==> src/rtl/pong_game_ctrl.sv <==
// Game sequencer for the pong display: walks through new game, play, new ball
// and game over, keeps the BCD score and the remaining-ball count, and tells
// the graph subsystem when to freeze the ball and paddle.
module pong_game_ctrl #(
    parameter int NUM_BALLS   = 3,
    parameter int WAIT_FRAMES = 120
) (
    input  logic       clk,
    input  logic       reset,
    input  logic [1:0] btn,
    input  logic       frame_tick,
    input  logic       hit,
    input  logic       miss,
    output logic       graph_still,
    output logic [1:0] ball_cnt,
    output logic [3:0] score_d1,
    output logic [3:0] score_d0,
    output logic       show_logo,
    output logic       show_over,
    output logic       play_on
);

    typedef enum logic [1:0] {
        NEWGAME = 2'd0,
        PLAY    = 2'd1,
        NEWBALL = 2'd2,
        OVER    = 2'd3
    } state_t;

    localparam logic [1:0] BALLS_FULL  = 2'(NUM_BALLS);
    localparam logic [1:0] BALLS_FIRST = 2'(NUM_BALLS - 1);
    localparam logic [7:0] TIMER_LOAD  = 8'(WAIT_FRAMES - 1);

    state_t     state;
    logic [7:0] timer;
    logic [1:0] btn_q;
    logic       press;
    logic       timer_done;

    // A press is a rising edge on either button; btn_q resetting to all-ones
    // keeps a button held through reset from looking like a fresh press.
    assign press      = |(btn & ~btn_q);
    assign timer_done = (timer == 8'd0) && frame_tick;

    // Status outputs decode straight off the state register so they change on
    // the same edge as the state itself.
    assign graph_still = (state != PLAY);
    assign show_logo   = (state == NEWGAME);
    assign show_over   = (state == OVER);
    assign play_on     = (state == PLAY);

    // Game sequencer: state, score, ball count, frame timer and button history.
    always_ff @(posedge clk) begin
        if (reset) begin
            state    <= NEWGAME;
            ball_cnt <= BALLS_FULL;
            score_d1 <= 4'd0;
            score_d0 <= 4'd0;
            timer    <= 8'd0;
            btn_q    <= 2'b11;
        end else begin
            btn_q <= btn;

            if (frame_tick && (timer != 8'd0)) begin
                timer <= timer - 8'd1;
            end

            case (state)
                NEWGAME: begin
                    if (press) begin
                        state    <= PLAY;
                        score_d1 <= 4'd0;
                        score_d0 <= 4'd0;
                        ball_cnt <= BALLS_FIRST;
                    end
                end

                PLAY: begin
                    if (hit) begin
                        if (score_d0 != 4'd9) begin
                            score_d0 <= score_d0 + 4'd1;
                        end else if (score_d1 != 4'd9) begin
                            score_d0 <= 4'd0;
                            score_d1 <= score_d1 + 4'd1;
                        end
                    end
                    if (miss) begin
                        timer <= TIMER_LOAD;
                        if (ball_cnt == 2'd0) begin
                            state <= OVER;
                        end else begin
                            ball_cnt <= ball_cnt - 2'd1;
                            state    <= NEWBALL;
                        end
                    end
                end

                NEWBALL: begin
                    if (press && (timer == 8'd0)) begin
                        state <= PLAY;
                    end
                end

                OVER: begin
                    if (timer_done) begin
                        state    <= NEWGAME;
                        ball_cnt <= BALLS_FULL;
                    end
                end

                default: begin
                    state <= NEWGAME;
                end
            endcase
        end
    end

endmodule

==> config.mk <==
export PLATFORM = sky130hd
export DESIGN_NAME = pong_game_ctrl
export DESIGN_NICKNAME = d
export VERILOG_FILES = /design/src/rtl/pong_game_ctrl.sv
export SDC_FILE = /design/constraint.sdc
export NUM_CORES = 1
export LEC_CHECK = 0
export ABC_CLOCK_PERIOD_IN_PS = 1400
export BUFFER_PORTS_ARGS = -buffer_cell sky130_fd_sc_hd__buf_2
export CAP_MARGIN = 20
export CORE_ASPECT_RATIO = 0.9
export CORE_MARGIN = 10
export CORE_UTILIZATION = 35
export CTS_CLUSTER_DIAMETER = 60
export CTS_CLUSTER_SIZE = 8
export DETAILED_ROUTE_END_ITERATION = 8
export HOLD_SLACK_MARGIN = 0.06
export PLACE_DENSITY = 0.55
export SLEW_MARGIN = 5
export SYNTH_ARGS = -nofsm -noshare
export SYNTH_HDL_FRONTEND = slang
export SYNTH_SLANG_ARGS = --single-unit
export TNS_END_PERCENT = 30
==> constraint.sdc <==
create_clock -name clk -period 1.4 [get_ports clk]
set_input_delay 0.14 -clock clk [delete_from_list [all_inputs] [get_ports clk]]
set_output_delay 0.14 -clock clk [all_outputs]
set_load 0.03 [all_outputs]
==> results.md, run 1 <==
| Result | Value | Unit |
|---|---|---|
| Result of the run | finished, violations left | - |
| Violated checks | setup timing | - |
| Count of unresolved DRC violations after routing | 0 | - |
| Most used flip-flop cell after synthesis | sky130_fd_sc_hd__dfxtp_1 | - |
| Type of the setup path with the least slack | flip-flop to flip-flop | - |
| Fmax | 691 | MHz |
| Maximum number of buffers from clock root to sink | 2 | - |
| Antenna diode count | 0 | - |
| FFs w/ async S/R, synth | 0 | % |
| Number of standard cells in the layout, taps in and fillers out | 229 | - |
| Biggest fanout along the worst timing path | 4 | - |
| GR Util All Layers | 10.1 | % |
| Min-Delay Path Class | input pin to flip-flop | - |
| Inserted Clock Buffers | 3 | - |
| Routed Wire Length | 3.09 | mm |
| Final setup violating endpoints | 9 | - |
| CP endpoint kind | flip-flop | - |
| Post-Syn Area | 0.00124 | mm^2 |
| Die height | 76.4 | um |
| Net Count, Synth | 154 | - |
| Ports placed on the boundary | 21 | - |
| Total instance count after detailed placement | 222 | - |
| Critical path's top delay family | simple AND/OR/NAND/NOR gates | - |
| Cell with the largest stage delay on the worst path | sky130_fd_sc_hd__or4_4 | - |
| CP required | 1.54 | ns |
| Overall power of the completed layout | 2.95 | mW |
| Count of H-tree levels built during CTS | 1 | - |
| Leakage | 0.760 | nW |
| Starting DRT DRC Count | 38 | - |
| Sink Count | 22 | - |
| Average routed wire per standard cell | 13.5 | um |
| Die boundary width | 82.6 | um |
| Clock transition at the registers of the reported paths | 0.08 | ns |
| Via-per-instance ratio | 4.93 | - |
| Vias after detailed routing | 1130 | - |
| Final max-slew violation count | 0 | - |
| Number of antenna violations at the first check in global routing | 0 | - |
| Layout net count | 200 | - |
| Via count of the first global-routing pass | 1174 | - |
| Placed inst area | 0.00157 | mm^2 |
| Port buffer count | 20 | - |
| Worst vdd rail ir drop | 0.00102 | V |
| Detail Route Antenna Nets | 0 | - |
| Largest net degree at the start of global routing | 20 | - |
| Unrepaired setup endpoints after global routing | true | - |
| CTS Hold Buffers Added | 0 | - |
| Placement row count | 20 | - |
| Cell-by-cell trace of the critical path | or4_4, nor2_4, mux2i_1, a21oi_1 | - |
| Global-route wire length before repair | 5.28 | mm |
| CTS tree | built | - |
| Arrival @ worst endpoint | 1.59 | ns |
| Number of standard cells after synthesis | 140 | - |
| Global-route congestion overflow total | 0 | - |
| Post-Route Setup TNS | -0.297 | ns |
| Yosys warning count | 0 | - |
| Final setup skew | 0.00200 | ns |
| Power density over the cells | 1700 | mW/mm^2 |
| Number of synthesized flops with an enable pin | 0 | - |
| Mean instance size in the synthesized netlist | 8.83 | um^2 |
| Transition at the pin with the smallest max-transition slack | 0.414 | ns |
| Buffering stage count on the worst path with inverters included | 0 | - |
| Effective utilization at floorplan | 36.6 | % |
| Setup WS pre-CTS | -0.129 | ns |
| Number of hold violations in the final report | 0 | - |
| Relative max-transition margin | 72.0 | % |
| Final HPWL from detailed placement | 2.33 | mm |
| Sequential share of the synthesized area | 35.6 | % |
| Pre-antenna DRT Iters | 4 | - |
| Die ar. | 0.00631 | mm^2 |
| Part of the cycle the worst path needs | 103 | % |
| Area Overhead vs Synth | 40.8 | % |
| Ratio of cells with drive above 1 in the final layout | 49.7 | % |
| Slack of the critical path | -0.0473 | ns |
| Std-Cell Core Area | 0.00338 | mm^2 |
| Clk_lat worst skew | 0.26 | ns |
| Final critical-path required period | 1.45 | ns |
| Number of register bits inferred by synthesis | 22 | - |
| Final weighted congestion of routability-driven global placement | 0.812 | - |
| Number of distinct library cell variants in the gate-level netlist after synthesis | 47 | - |
| Final cell area excluding filler cells | 0.00174 | mm^2 |
| Root buffer cell | sky130_fd_sc_hd__clkbuf_8 | - |
| Setup crit start kind | flip-flop | - |
| Number of maximum-capacitance violations | 0 | - |
| Stage delay of the slowest cell on the critical path | 0.59 | ns |
==> layout by cell type, fill, tap and decap left out, types with 2 or more instances in the layout <==
| cell | count |
|---|---|
| sky130_fd_sc_hd__buf_4 | 25 |
| sky130_fd_sc_hd__buf_2 | 20 |
| sky130_fd_sc_hd__nor2_1 | 11 |
| sky130_fd_sc_hd__dfxtp_1 | 10 |
| sky130_fd_sc_hd__a21oi_1 | 9 |
| sky130_fd_sc_hd__dfxtp_2 | 9 |
| sky130_fd_sc_hd__nor3_1 | 7 |
| sky130_fd_sc_hd__inv_1 | 6 |
| sky130_fd_sc_hd__xor2_1 | 6 |
| sky130_fd_sc_hd__nor2_2 | 4 |
| sky130_fd_sc_hd__nand2b_1 | 4 |
| sky130_fd_sc_hd__nand4_1 | 4 |
| sky130_fd_sc_hd__ha_1 | 4 |
| sky130_fd_sc_hd__inv_2 | 3 |
| sky130_fd_sc_hd__nand3_1 | 3 |
| sky130_fd_sc_hd__or2_2 | 3 |
| sky130_fd_sc_hd__nand3b_1 | 3 |
| sky130_fd_sc_hd__xnor2_1 | 3 |
| sky130_fd_sc_hd__ha_4 | 3 |
| sky130_fd_sc_hd__clkbuf_8 | 3 |
| sky130_fd_sc_hd__dfxtp_4 | 3 |
| sky130_fd_sc_hd__nor2b_1 | 2 |
| sky130_fd_sc_hd__mux2i_1 | 2 |
| sky130_fd_sc_hd__a21boi_2 | 2 |
| sky130_fd_sc_hd__a31oi_1 | 2 |
| sky130_fd_sc_hd__o21ai_2 | 2 |
| sky130_fd_sc_hd__and3_1 | 2 |
| sky130_fd_sc_hd__and3b_1 | 2 |
| sky130_fd_sc_hd__nor2_4 | 2 |
==> final cells by class <==
type | count | area [um^2]
clock buffers | 3 | 41.3
clock inverters | 1 | 30.0
fillers | 330 | 1640
inverters | 10 | 40.0
multi-input cells | 104 | 823
flip-flops and latches | 22 | 463
well taps | 44 | 55.1
repair buffers | 45 | 288
==> per-stage QoR <==
stage / utilization [%] / hold WS (ns)
after floorplan: - / 0.247
after global placement: 46.5 / 0.342
after detailed placement: 46.5 / 0.351
after CTS: 49.4 / 0.0683
after global routing: 51.5 / 0.0656
final: 51.5 / 0.0789
==> state kept, by name, indices dropped and copies added, names as in the netlist <==
register  count
ball_cnt      2
score_d0      4
btn_q         2
timer         8
state         2
score_d1      4
==> report_power, final <==
part | total (mW) | switching, mW | internal (mW)
Combinational | 1.48 | 0.735 | 0.740
Sequential | 0.884 | 0.134 | 0.749
Clock | 0.592 | 0.210 | 0.382
==> path summary, 6_finish.rpt <==
kind | startpoint | endpoint | slack (ns) | depth (start not counted)
setup / recovery | timer[2] | timer[6] | -0.05 | 4
hold / removal | btn[1] | btn_q[1] | 0.08 | 2
setup reg to reg | timer[2] | timer[6] | -0.05 | 4
hold reg to reg | ball_cnt[1] | ball_cnt[1] | 0.53 | 2
==> synthesized netlist by cell type (2+ instances only) <==
library cell	instances	area share [%]
sky130_fd_sc_hd__a21boi_2	2	1.8
sky130_fd_sc_hd__inv_1	10	3.0
sky130_fd_sc_hd__nor3_1	7	2.8
sky130_fd_sc_hd__or2_2	3	1.5
sky130_fd_sc_hd__nand2_1	2	0.61
sky130_fd_sc_hd__dfxtp_1	22	36
sky130_fd_sc_hd__or3b_2	2	1.4
sky130_fd_sc_hd__xor2_1	6	4.3
sky130_fd_sc_hd__nor2b_1	2	1.0
sky130_fd_sc_hd__and3_1	2	1.0
sky130_fd_sc_hd__a21oi_1	9	3.6
sky130_fd_sc_hd__and3b_1	2	1.4
sky130_fd_sc_hd__nand4_1	4	2.0
sky130_fd_sc_hd__nand3b_1	3	1.8
sky130_fd_sc_hd__nand3_1	3	1.2
sky130_fd_sc_hd__nand2b_1	4	2.0
sky130_fd_sc_hd__ha_1	7	7.1
sky130_fd_sc_hd__xnor2_1	3	2.1
sky130_fd_sc_hd__nor2_1	16	4.9
sky130_fd_sc_hd__mux2i_1	2	1.6
sky130_fd_sc_hd__a31oi_1	2	1.0
sky130_fd_sc_hd__clkbuf_1	2	0.61
==> logic make-up (layout without fill, tap and decap cells) <==
logic type                 after synthesis  after routing  share of synthesized area [%]
and+or+nand+nor                         62             62                           31.1
adders and majority gates                7              7                           7.08
AOI/OAI and AO/OA                       23             23                           12.7
muxes                                    3              3                           2.53
DFF                                     22             22                           35.6
buffers and inverters                   14             59                           4.66
xor gates and xnor gates                 9              9                           6.38
==> routing by layer <==
layer / vias to the layer above / part of all wire [%] / GRT usage (%)
met4: 0 / 0 / 1.51
met2: 13 / 51 / 17.4
met1: 536 / 44 / 12.0
met5: - / 0 / 0
met3: 0 / 4.9 / 3.07
li1: 581 / - / -
==> worst register-to-register path, stage by stage (launching register included) <==
cell and delay [ns]:
sky130_fd_sc_hd__dfxtp_2 0.35, sky130_fd_sc_hd__or4_4 0.59, sky130_fd_sc_hd__nor2_4 0.11, sky130_fd_sc_hd__mux2i_1 0.20, sky130_fd_sc_hd__a21oi_1 0.08
==> timing repair <==
action | 4_1_cts | 5_1_grt
gates resized for setup | 10 | 16
endpoints found under the setup margin | 13 | 21
hold endpoints to repair | 0 | 0
gates cloned | 0 | 0
pin swaps | 8 | 8
setup buffers | 0 | 3
Note: power is estimated with default switching activity, not from simulation.
==> run 2, diff against run 1 <==
ABC_CLOCK_PERIOD_IN_PS = 1450   (was 1400)
PLACE_DENSITY = 0.53   (was 0.55)
clock period = 1.45 ns   (was 1.4 ns; I/O delays follow)
==> run 2 against run 1 <==
- the run now ends clean
- critical path depth increased by 2
- routed wire length decreased by 4.9%
- clock-buffer cell count unchanged
- design area decreased by 4.0%
- global-route usage decreased by 0.71 points
- fmax decreased by 0.10%
- die area unchanged
- clock power decreased by 3%
- non-clock buffer count decreased by 7
- sequential power decreased by 4.9%
- first-iteration DRC count decreased by 32%
- critical endpoint is now score_d1[0]
==> results.md, run 2 (synthesis results as in run 1) <==
| Result | Value | Unit | Delta |
|---|---|---|---|
| Result of the run | finished, final reports clean | - | was finished, violations left |
| Ratio of cells with drive above 1 in the final layout | 46.6 | % | was 49.7% |
| Global-route congestion overflow total | 0 | - | unchanged |
| Final max-slew violation count | 0 | - | unchanged |
| Critical path's top delay family | simple AND/OR/NAND/NOR gates | - | unchanged |
| Antenna diode count | 0 | - | unchanged |
| Most common cell after layout, fill and taps aside | sky130_fd_sc_hd__buf_2 | - | was sky130_fd_sc_hd__buf_4 |
| Port buffer count | 20 | - | unchanged |
| Pre-antenna DRT Iters | 5 | - | was 4 |
| Count of unresolved DRC violations after routing | 0 | - | unchanged |
| CTS Hold Buffers Added | 0 | - | unchanged |
| GR met1 Demand/Resource | 11.1 | % | was 12.0% |
| Effective utilization at floorplan | 36.6 | % | unchanged |
| Routed Wire Length | 2.94 | mm | was 3.09 mm |
| Relative max-transition margin | 71.2 | % | was 72.0% |
| Biggest fanout along the worst timing path | 5 | - | was 4 |
| GR Util All Layers | 9.41 | % | was 10.1% |
| Number of antenna violations at the first check in global routing | 0 | - | unchanged |
| Final setup violating endpoints | 0 | - | was 9 |
| Sink Count | 22 | - | unchanged |
| CP required | 1.65 | ns | was 1.54 ns |
| Worst vdd rail ir drop | 0.000803 | V | was 0.00102 V |
| Final HPWL from detailed placement | 2.27 | mm | was 2.33 mm |
| Area Overhead vs Synth | 35.2 | % | was 40.8% |
| Root buffer cell | sky130_fd_sc_hd__clkbuf_8 | - | unchanged |
| Inserted Clock Buffers | 3 | - | unchanged |
| Layout net count | 193 | - | was 200 |
| Die height | 76.4 | um | unchanged |
| Setup crit start kind | flip-flop | - | unchanged |
| Arrival @ worst endpoint | 1.65 | ns | was 1.59 ns |
| Count of H-tree levels built during CTS | 1 | - | unchanged |
| Unrepaired setup endpoints after global routing | true | - | unchanged |
| Starting DRT DRC Count | 26 | - | was 38 |
| Transition at the pin with the smallest max-transition slack | 0.427 | ns | was 0.414 ns |
| Vias after detailed routing | 1131 | - | was 1130 |
| Type of the setup path with the least slack | flip-flop to flip-flop | - | unchanged |
| Clock transition at the registers of the reported paths | 0.08 | ns | about the same |
| Maximum number of buffers from clock root to sink | 2 | - | unchanged |
| Stage delay of the slowest cell on the critical path | 0.37 | ns | was 0.59 ns |
| Number of maximum-capacitance violations | 0 | - | unchanged |
| Placement row count | 20 | - | unchanged |
| Die boundary width | 82.6 | um | unchanged |
| Cell-by-cell trace of the critical path | inv_4, ha_4, and3b_1, and3_4, or3_4, o21ai_2 | - | was or4_4, nor2_4, mux2i_1, a21oi_1 |
| Die ar. | 0.00631 | mm^2 | unchanged |
| Busiest layer in global routing | met2 | - | unchanged |
| Largest register by flop count | timer | - | unchanged |
| Detail Route Antenna Nets | 0 | - | unchanged |
| CP endpoint kind | flip-flop | - | unchanged |
| Via-per-instance ratio | 5.09 | - | was 4.93 |
| Leakage | 0.715 | nW | was 0.760 nW |
| Buffering stage count on the worst path with inverters included | 1 | - | was 0 |
| Met2 capacity usage during global routing | 16.0 | % | was 17.4% |
| Largest register FFs | 8 | - | unchanged |
| Most frequent cells in the layout | sky130_fd_sc_hd__buf_2 (20), sky130_fd_sc_hd__buf_4 (18), sky130_fd_sc_hd__dfxtp_1 (13) | - | was sky130_fd_sc_hd__buf_4 (25), sky130_fd_sc_hd__buf_2 (20), sky130_fd_sc_hd__nor2_1 (11) |
| Final critical-path required period | 1.45 | ns | about the same |
| Final weighted congestion of routability-driven global placement | 0.755 | - | was 0.812 |
| Post-Route Setup TNS | 0 | ns | was -0.297 ns |
| Std-Cell Core Area | 0.00338 | mm^2 | unchanged |
| GR met3 Demand/Resource | 2.48 | % | was 3.07% |
| Cell with the largest stage delay on the worst path | sky130_fd_sc_hd__or3_4 | - | was sky130_fd_sc_hd__or4_4 |
| Part of the cycle the worst path needs | 99.9 | % | was 103% |
| Biggest regs | timer (8), score_d0 (4), score_d1 (4) | - | unchanged |
| Via count of the first global-routing pass | 1098 | - | was 1174 |
| Global-route wire length before repair | 4.89 | mm | was 5.28 mm |
| CTS tree | built | - | unchanged |
| Power density over the cells | 1640 | mW/mm^2 | was 1700 mW/mm^2 |
| Min-Delay Path Class | input pin to flip-flop | - | unchanged |
| Clk_lat worst skew | 0.26 | ns | about the same |
| Number of hold violations in the final report | 0 | - | unchanged |
| Fill cells | 341 | - | was 330 |
| Largest net degree at the start of global routing | 20 | - | unchanged |
| Overall power of the completed layout | 2.74 | mW | was 2.95 mW |
| Ports placed on the boundary | 21 | - | unchanged |
| Average routed wire per standard cell | 13.3 | um | was 13.5 um |
| Final setup skew | 0.00383 | ns | was 0.00200 ns |
| Fmax | 690 | MHz | was 691 MHz |
## run 2: area by class of cell
cell class | count | area (um^2) | area share [%]
Clock buffer | 3 | 41.3 | 2.47
Timing Repair Buffer | 38 | 235 | 14.1
Sequential cell | 22 | 454 | 27.2
Clock inverter | 1 | 30.0 | 1.80
Inverter | 10 | 40.0 | 2.40
Multi-Input combinational cell | 104 | 816 | 48.8
Tap cell | 44 | 55.1 | 3.29
## run 2: path summary, 6_finish.rpt
kind / from / cells after the start / to / slack (ns)
worst max register to register: score_d0[1] / 6 / score_d1[0] / 0.001
worst min register to register: score_d1[1] / 3 / score_d1[1] / 0.55
worst min-delay path: btn[0] / 2 / btn_q[0] / 0.09
worst max-delay path: score_d0[1] / 6 / score_d1[0] / 0.001
## run 2: stage by stage
stage	util, %	instance area (um^2)	instances	hold WS [ns]	worst slack [ns]
floorplan	-	1250	140	0.252	-0.0440
global placement	44.7	1510	216	0.348	-0.0370
detailed placement	44.7	1510	216	0.355	-0.108
CTS	47.8	1620	220	0.0788	-0.00536
global route	49.5	1670	222	0.0735	-0.0690
finish	49.5	1670	222	0.0866	0.00120
## run 2: timing repair
action,CTS,global route
hold endpoints to repair,0,0
setup endpoints to repair,12,17
gates resized for setup,12,12
buffers inserted,0,2
pin swaps,3,8
## run 2: per-layer routing
| layer | vias up | part of all wire, % |
|---|---|---|
| met3 | 2 | 5.7 |
| li1 | 573 | - |
| met5 | - | 0 |
| met1 | 543 | 45 |
| met4 | 0 | 0.65 |
| met2 | 13 | 48 |
## run 2: where the power goes
part / switching, mW / internal (mW) / total, mW / leakage (nW)
clock network: 0.203 / 0.368 / 0.572 / 0.0357
registers: 0.121 / 0.720 / 0.841 / 0.182
logic: 0.678 / 0.649 / 1.33 / 0.497
total: 1.00 / 1.74 / 2.74 / 0.715
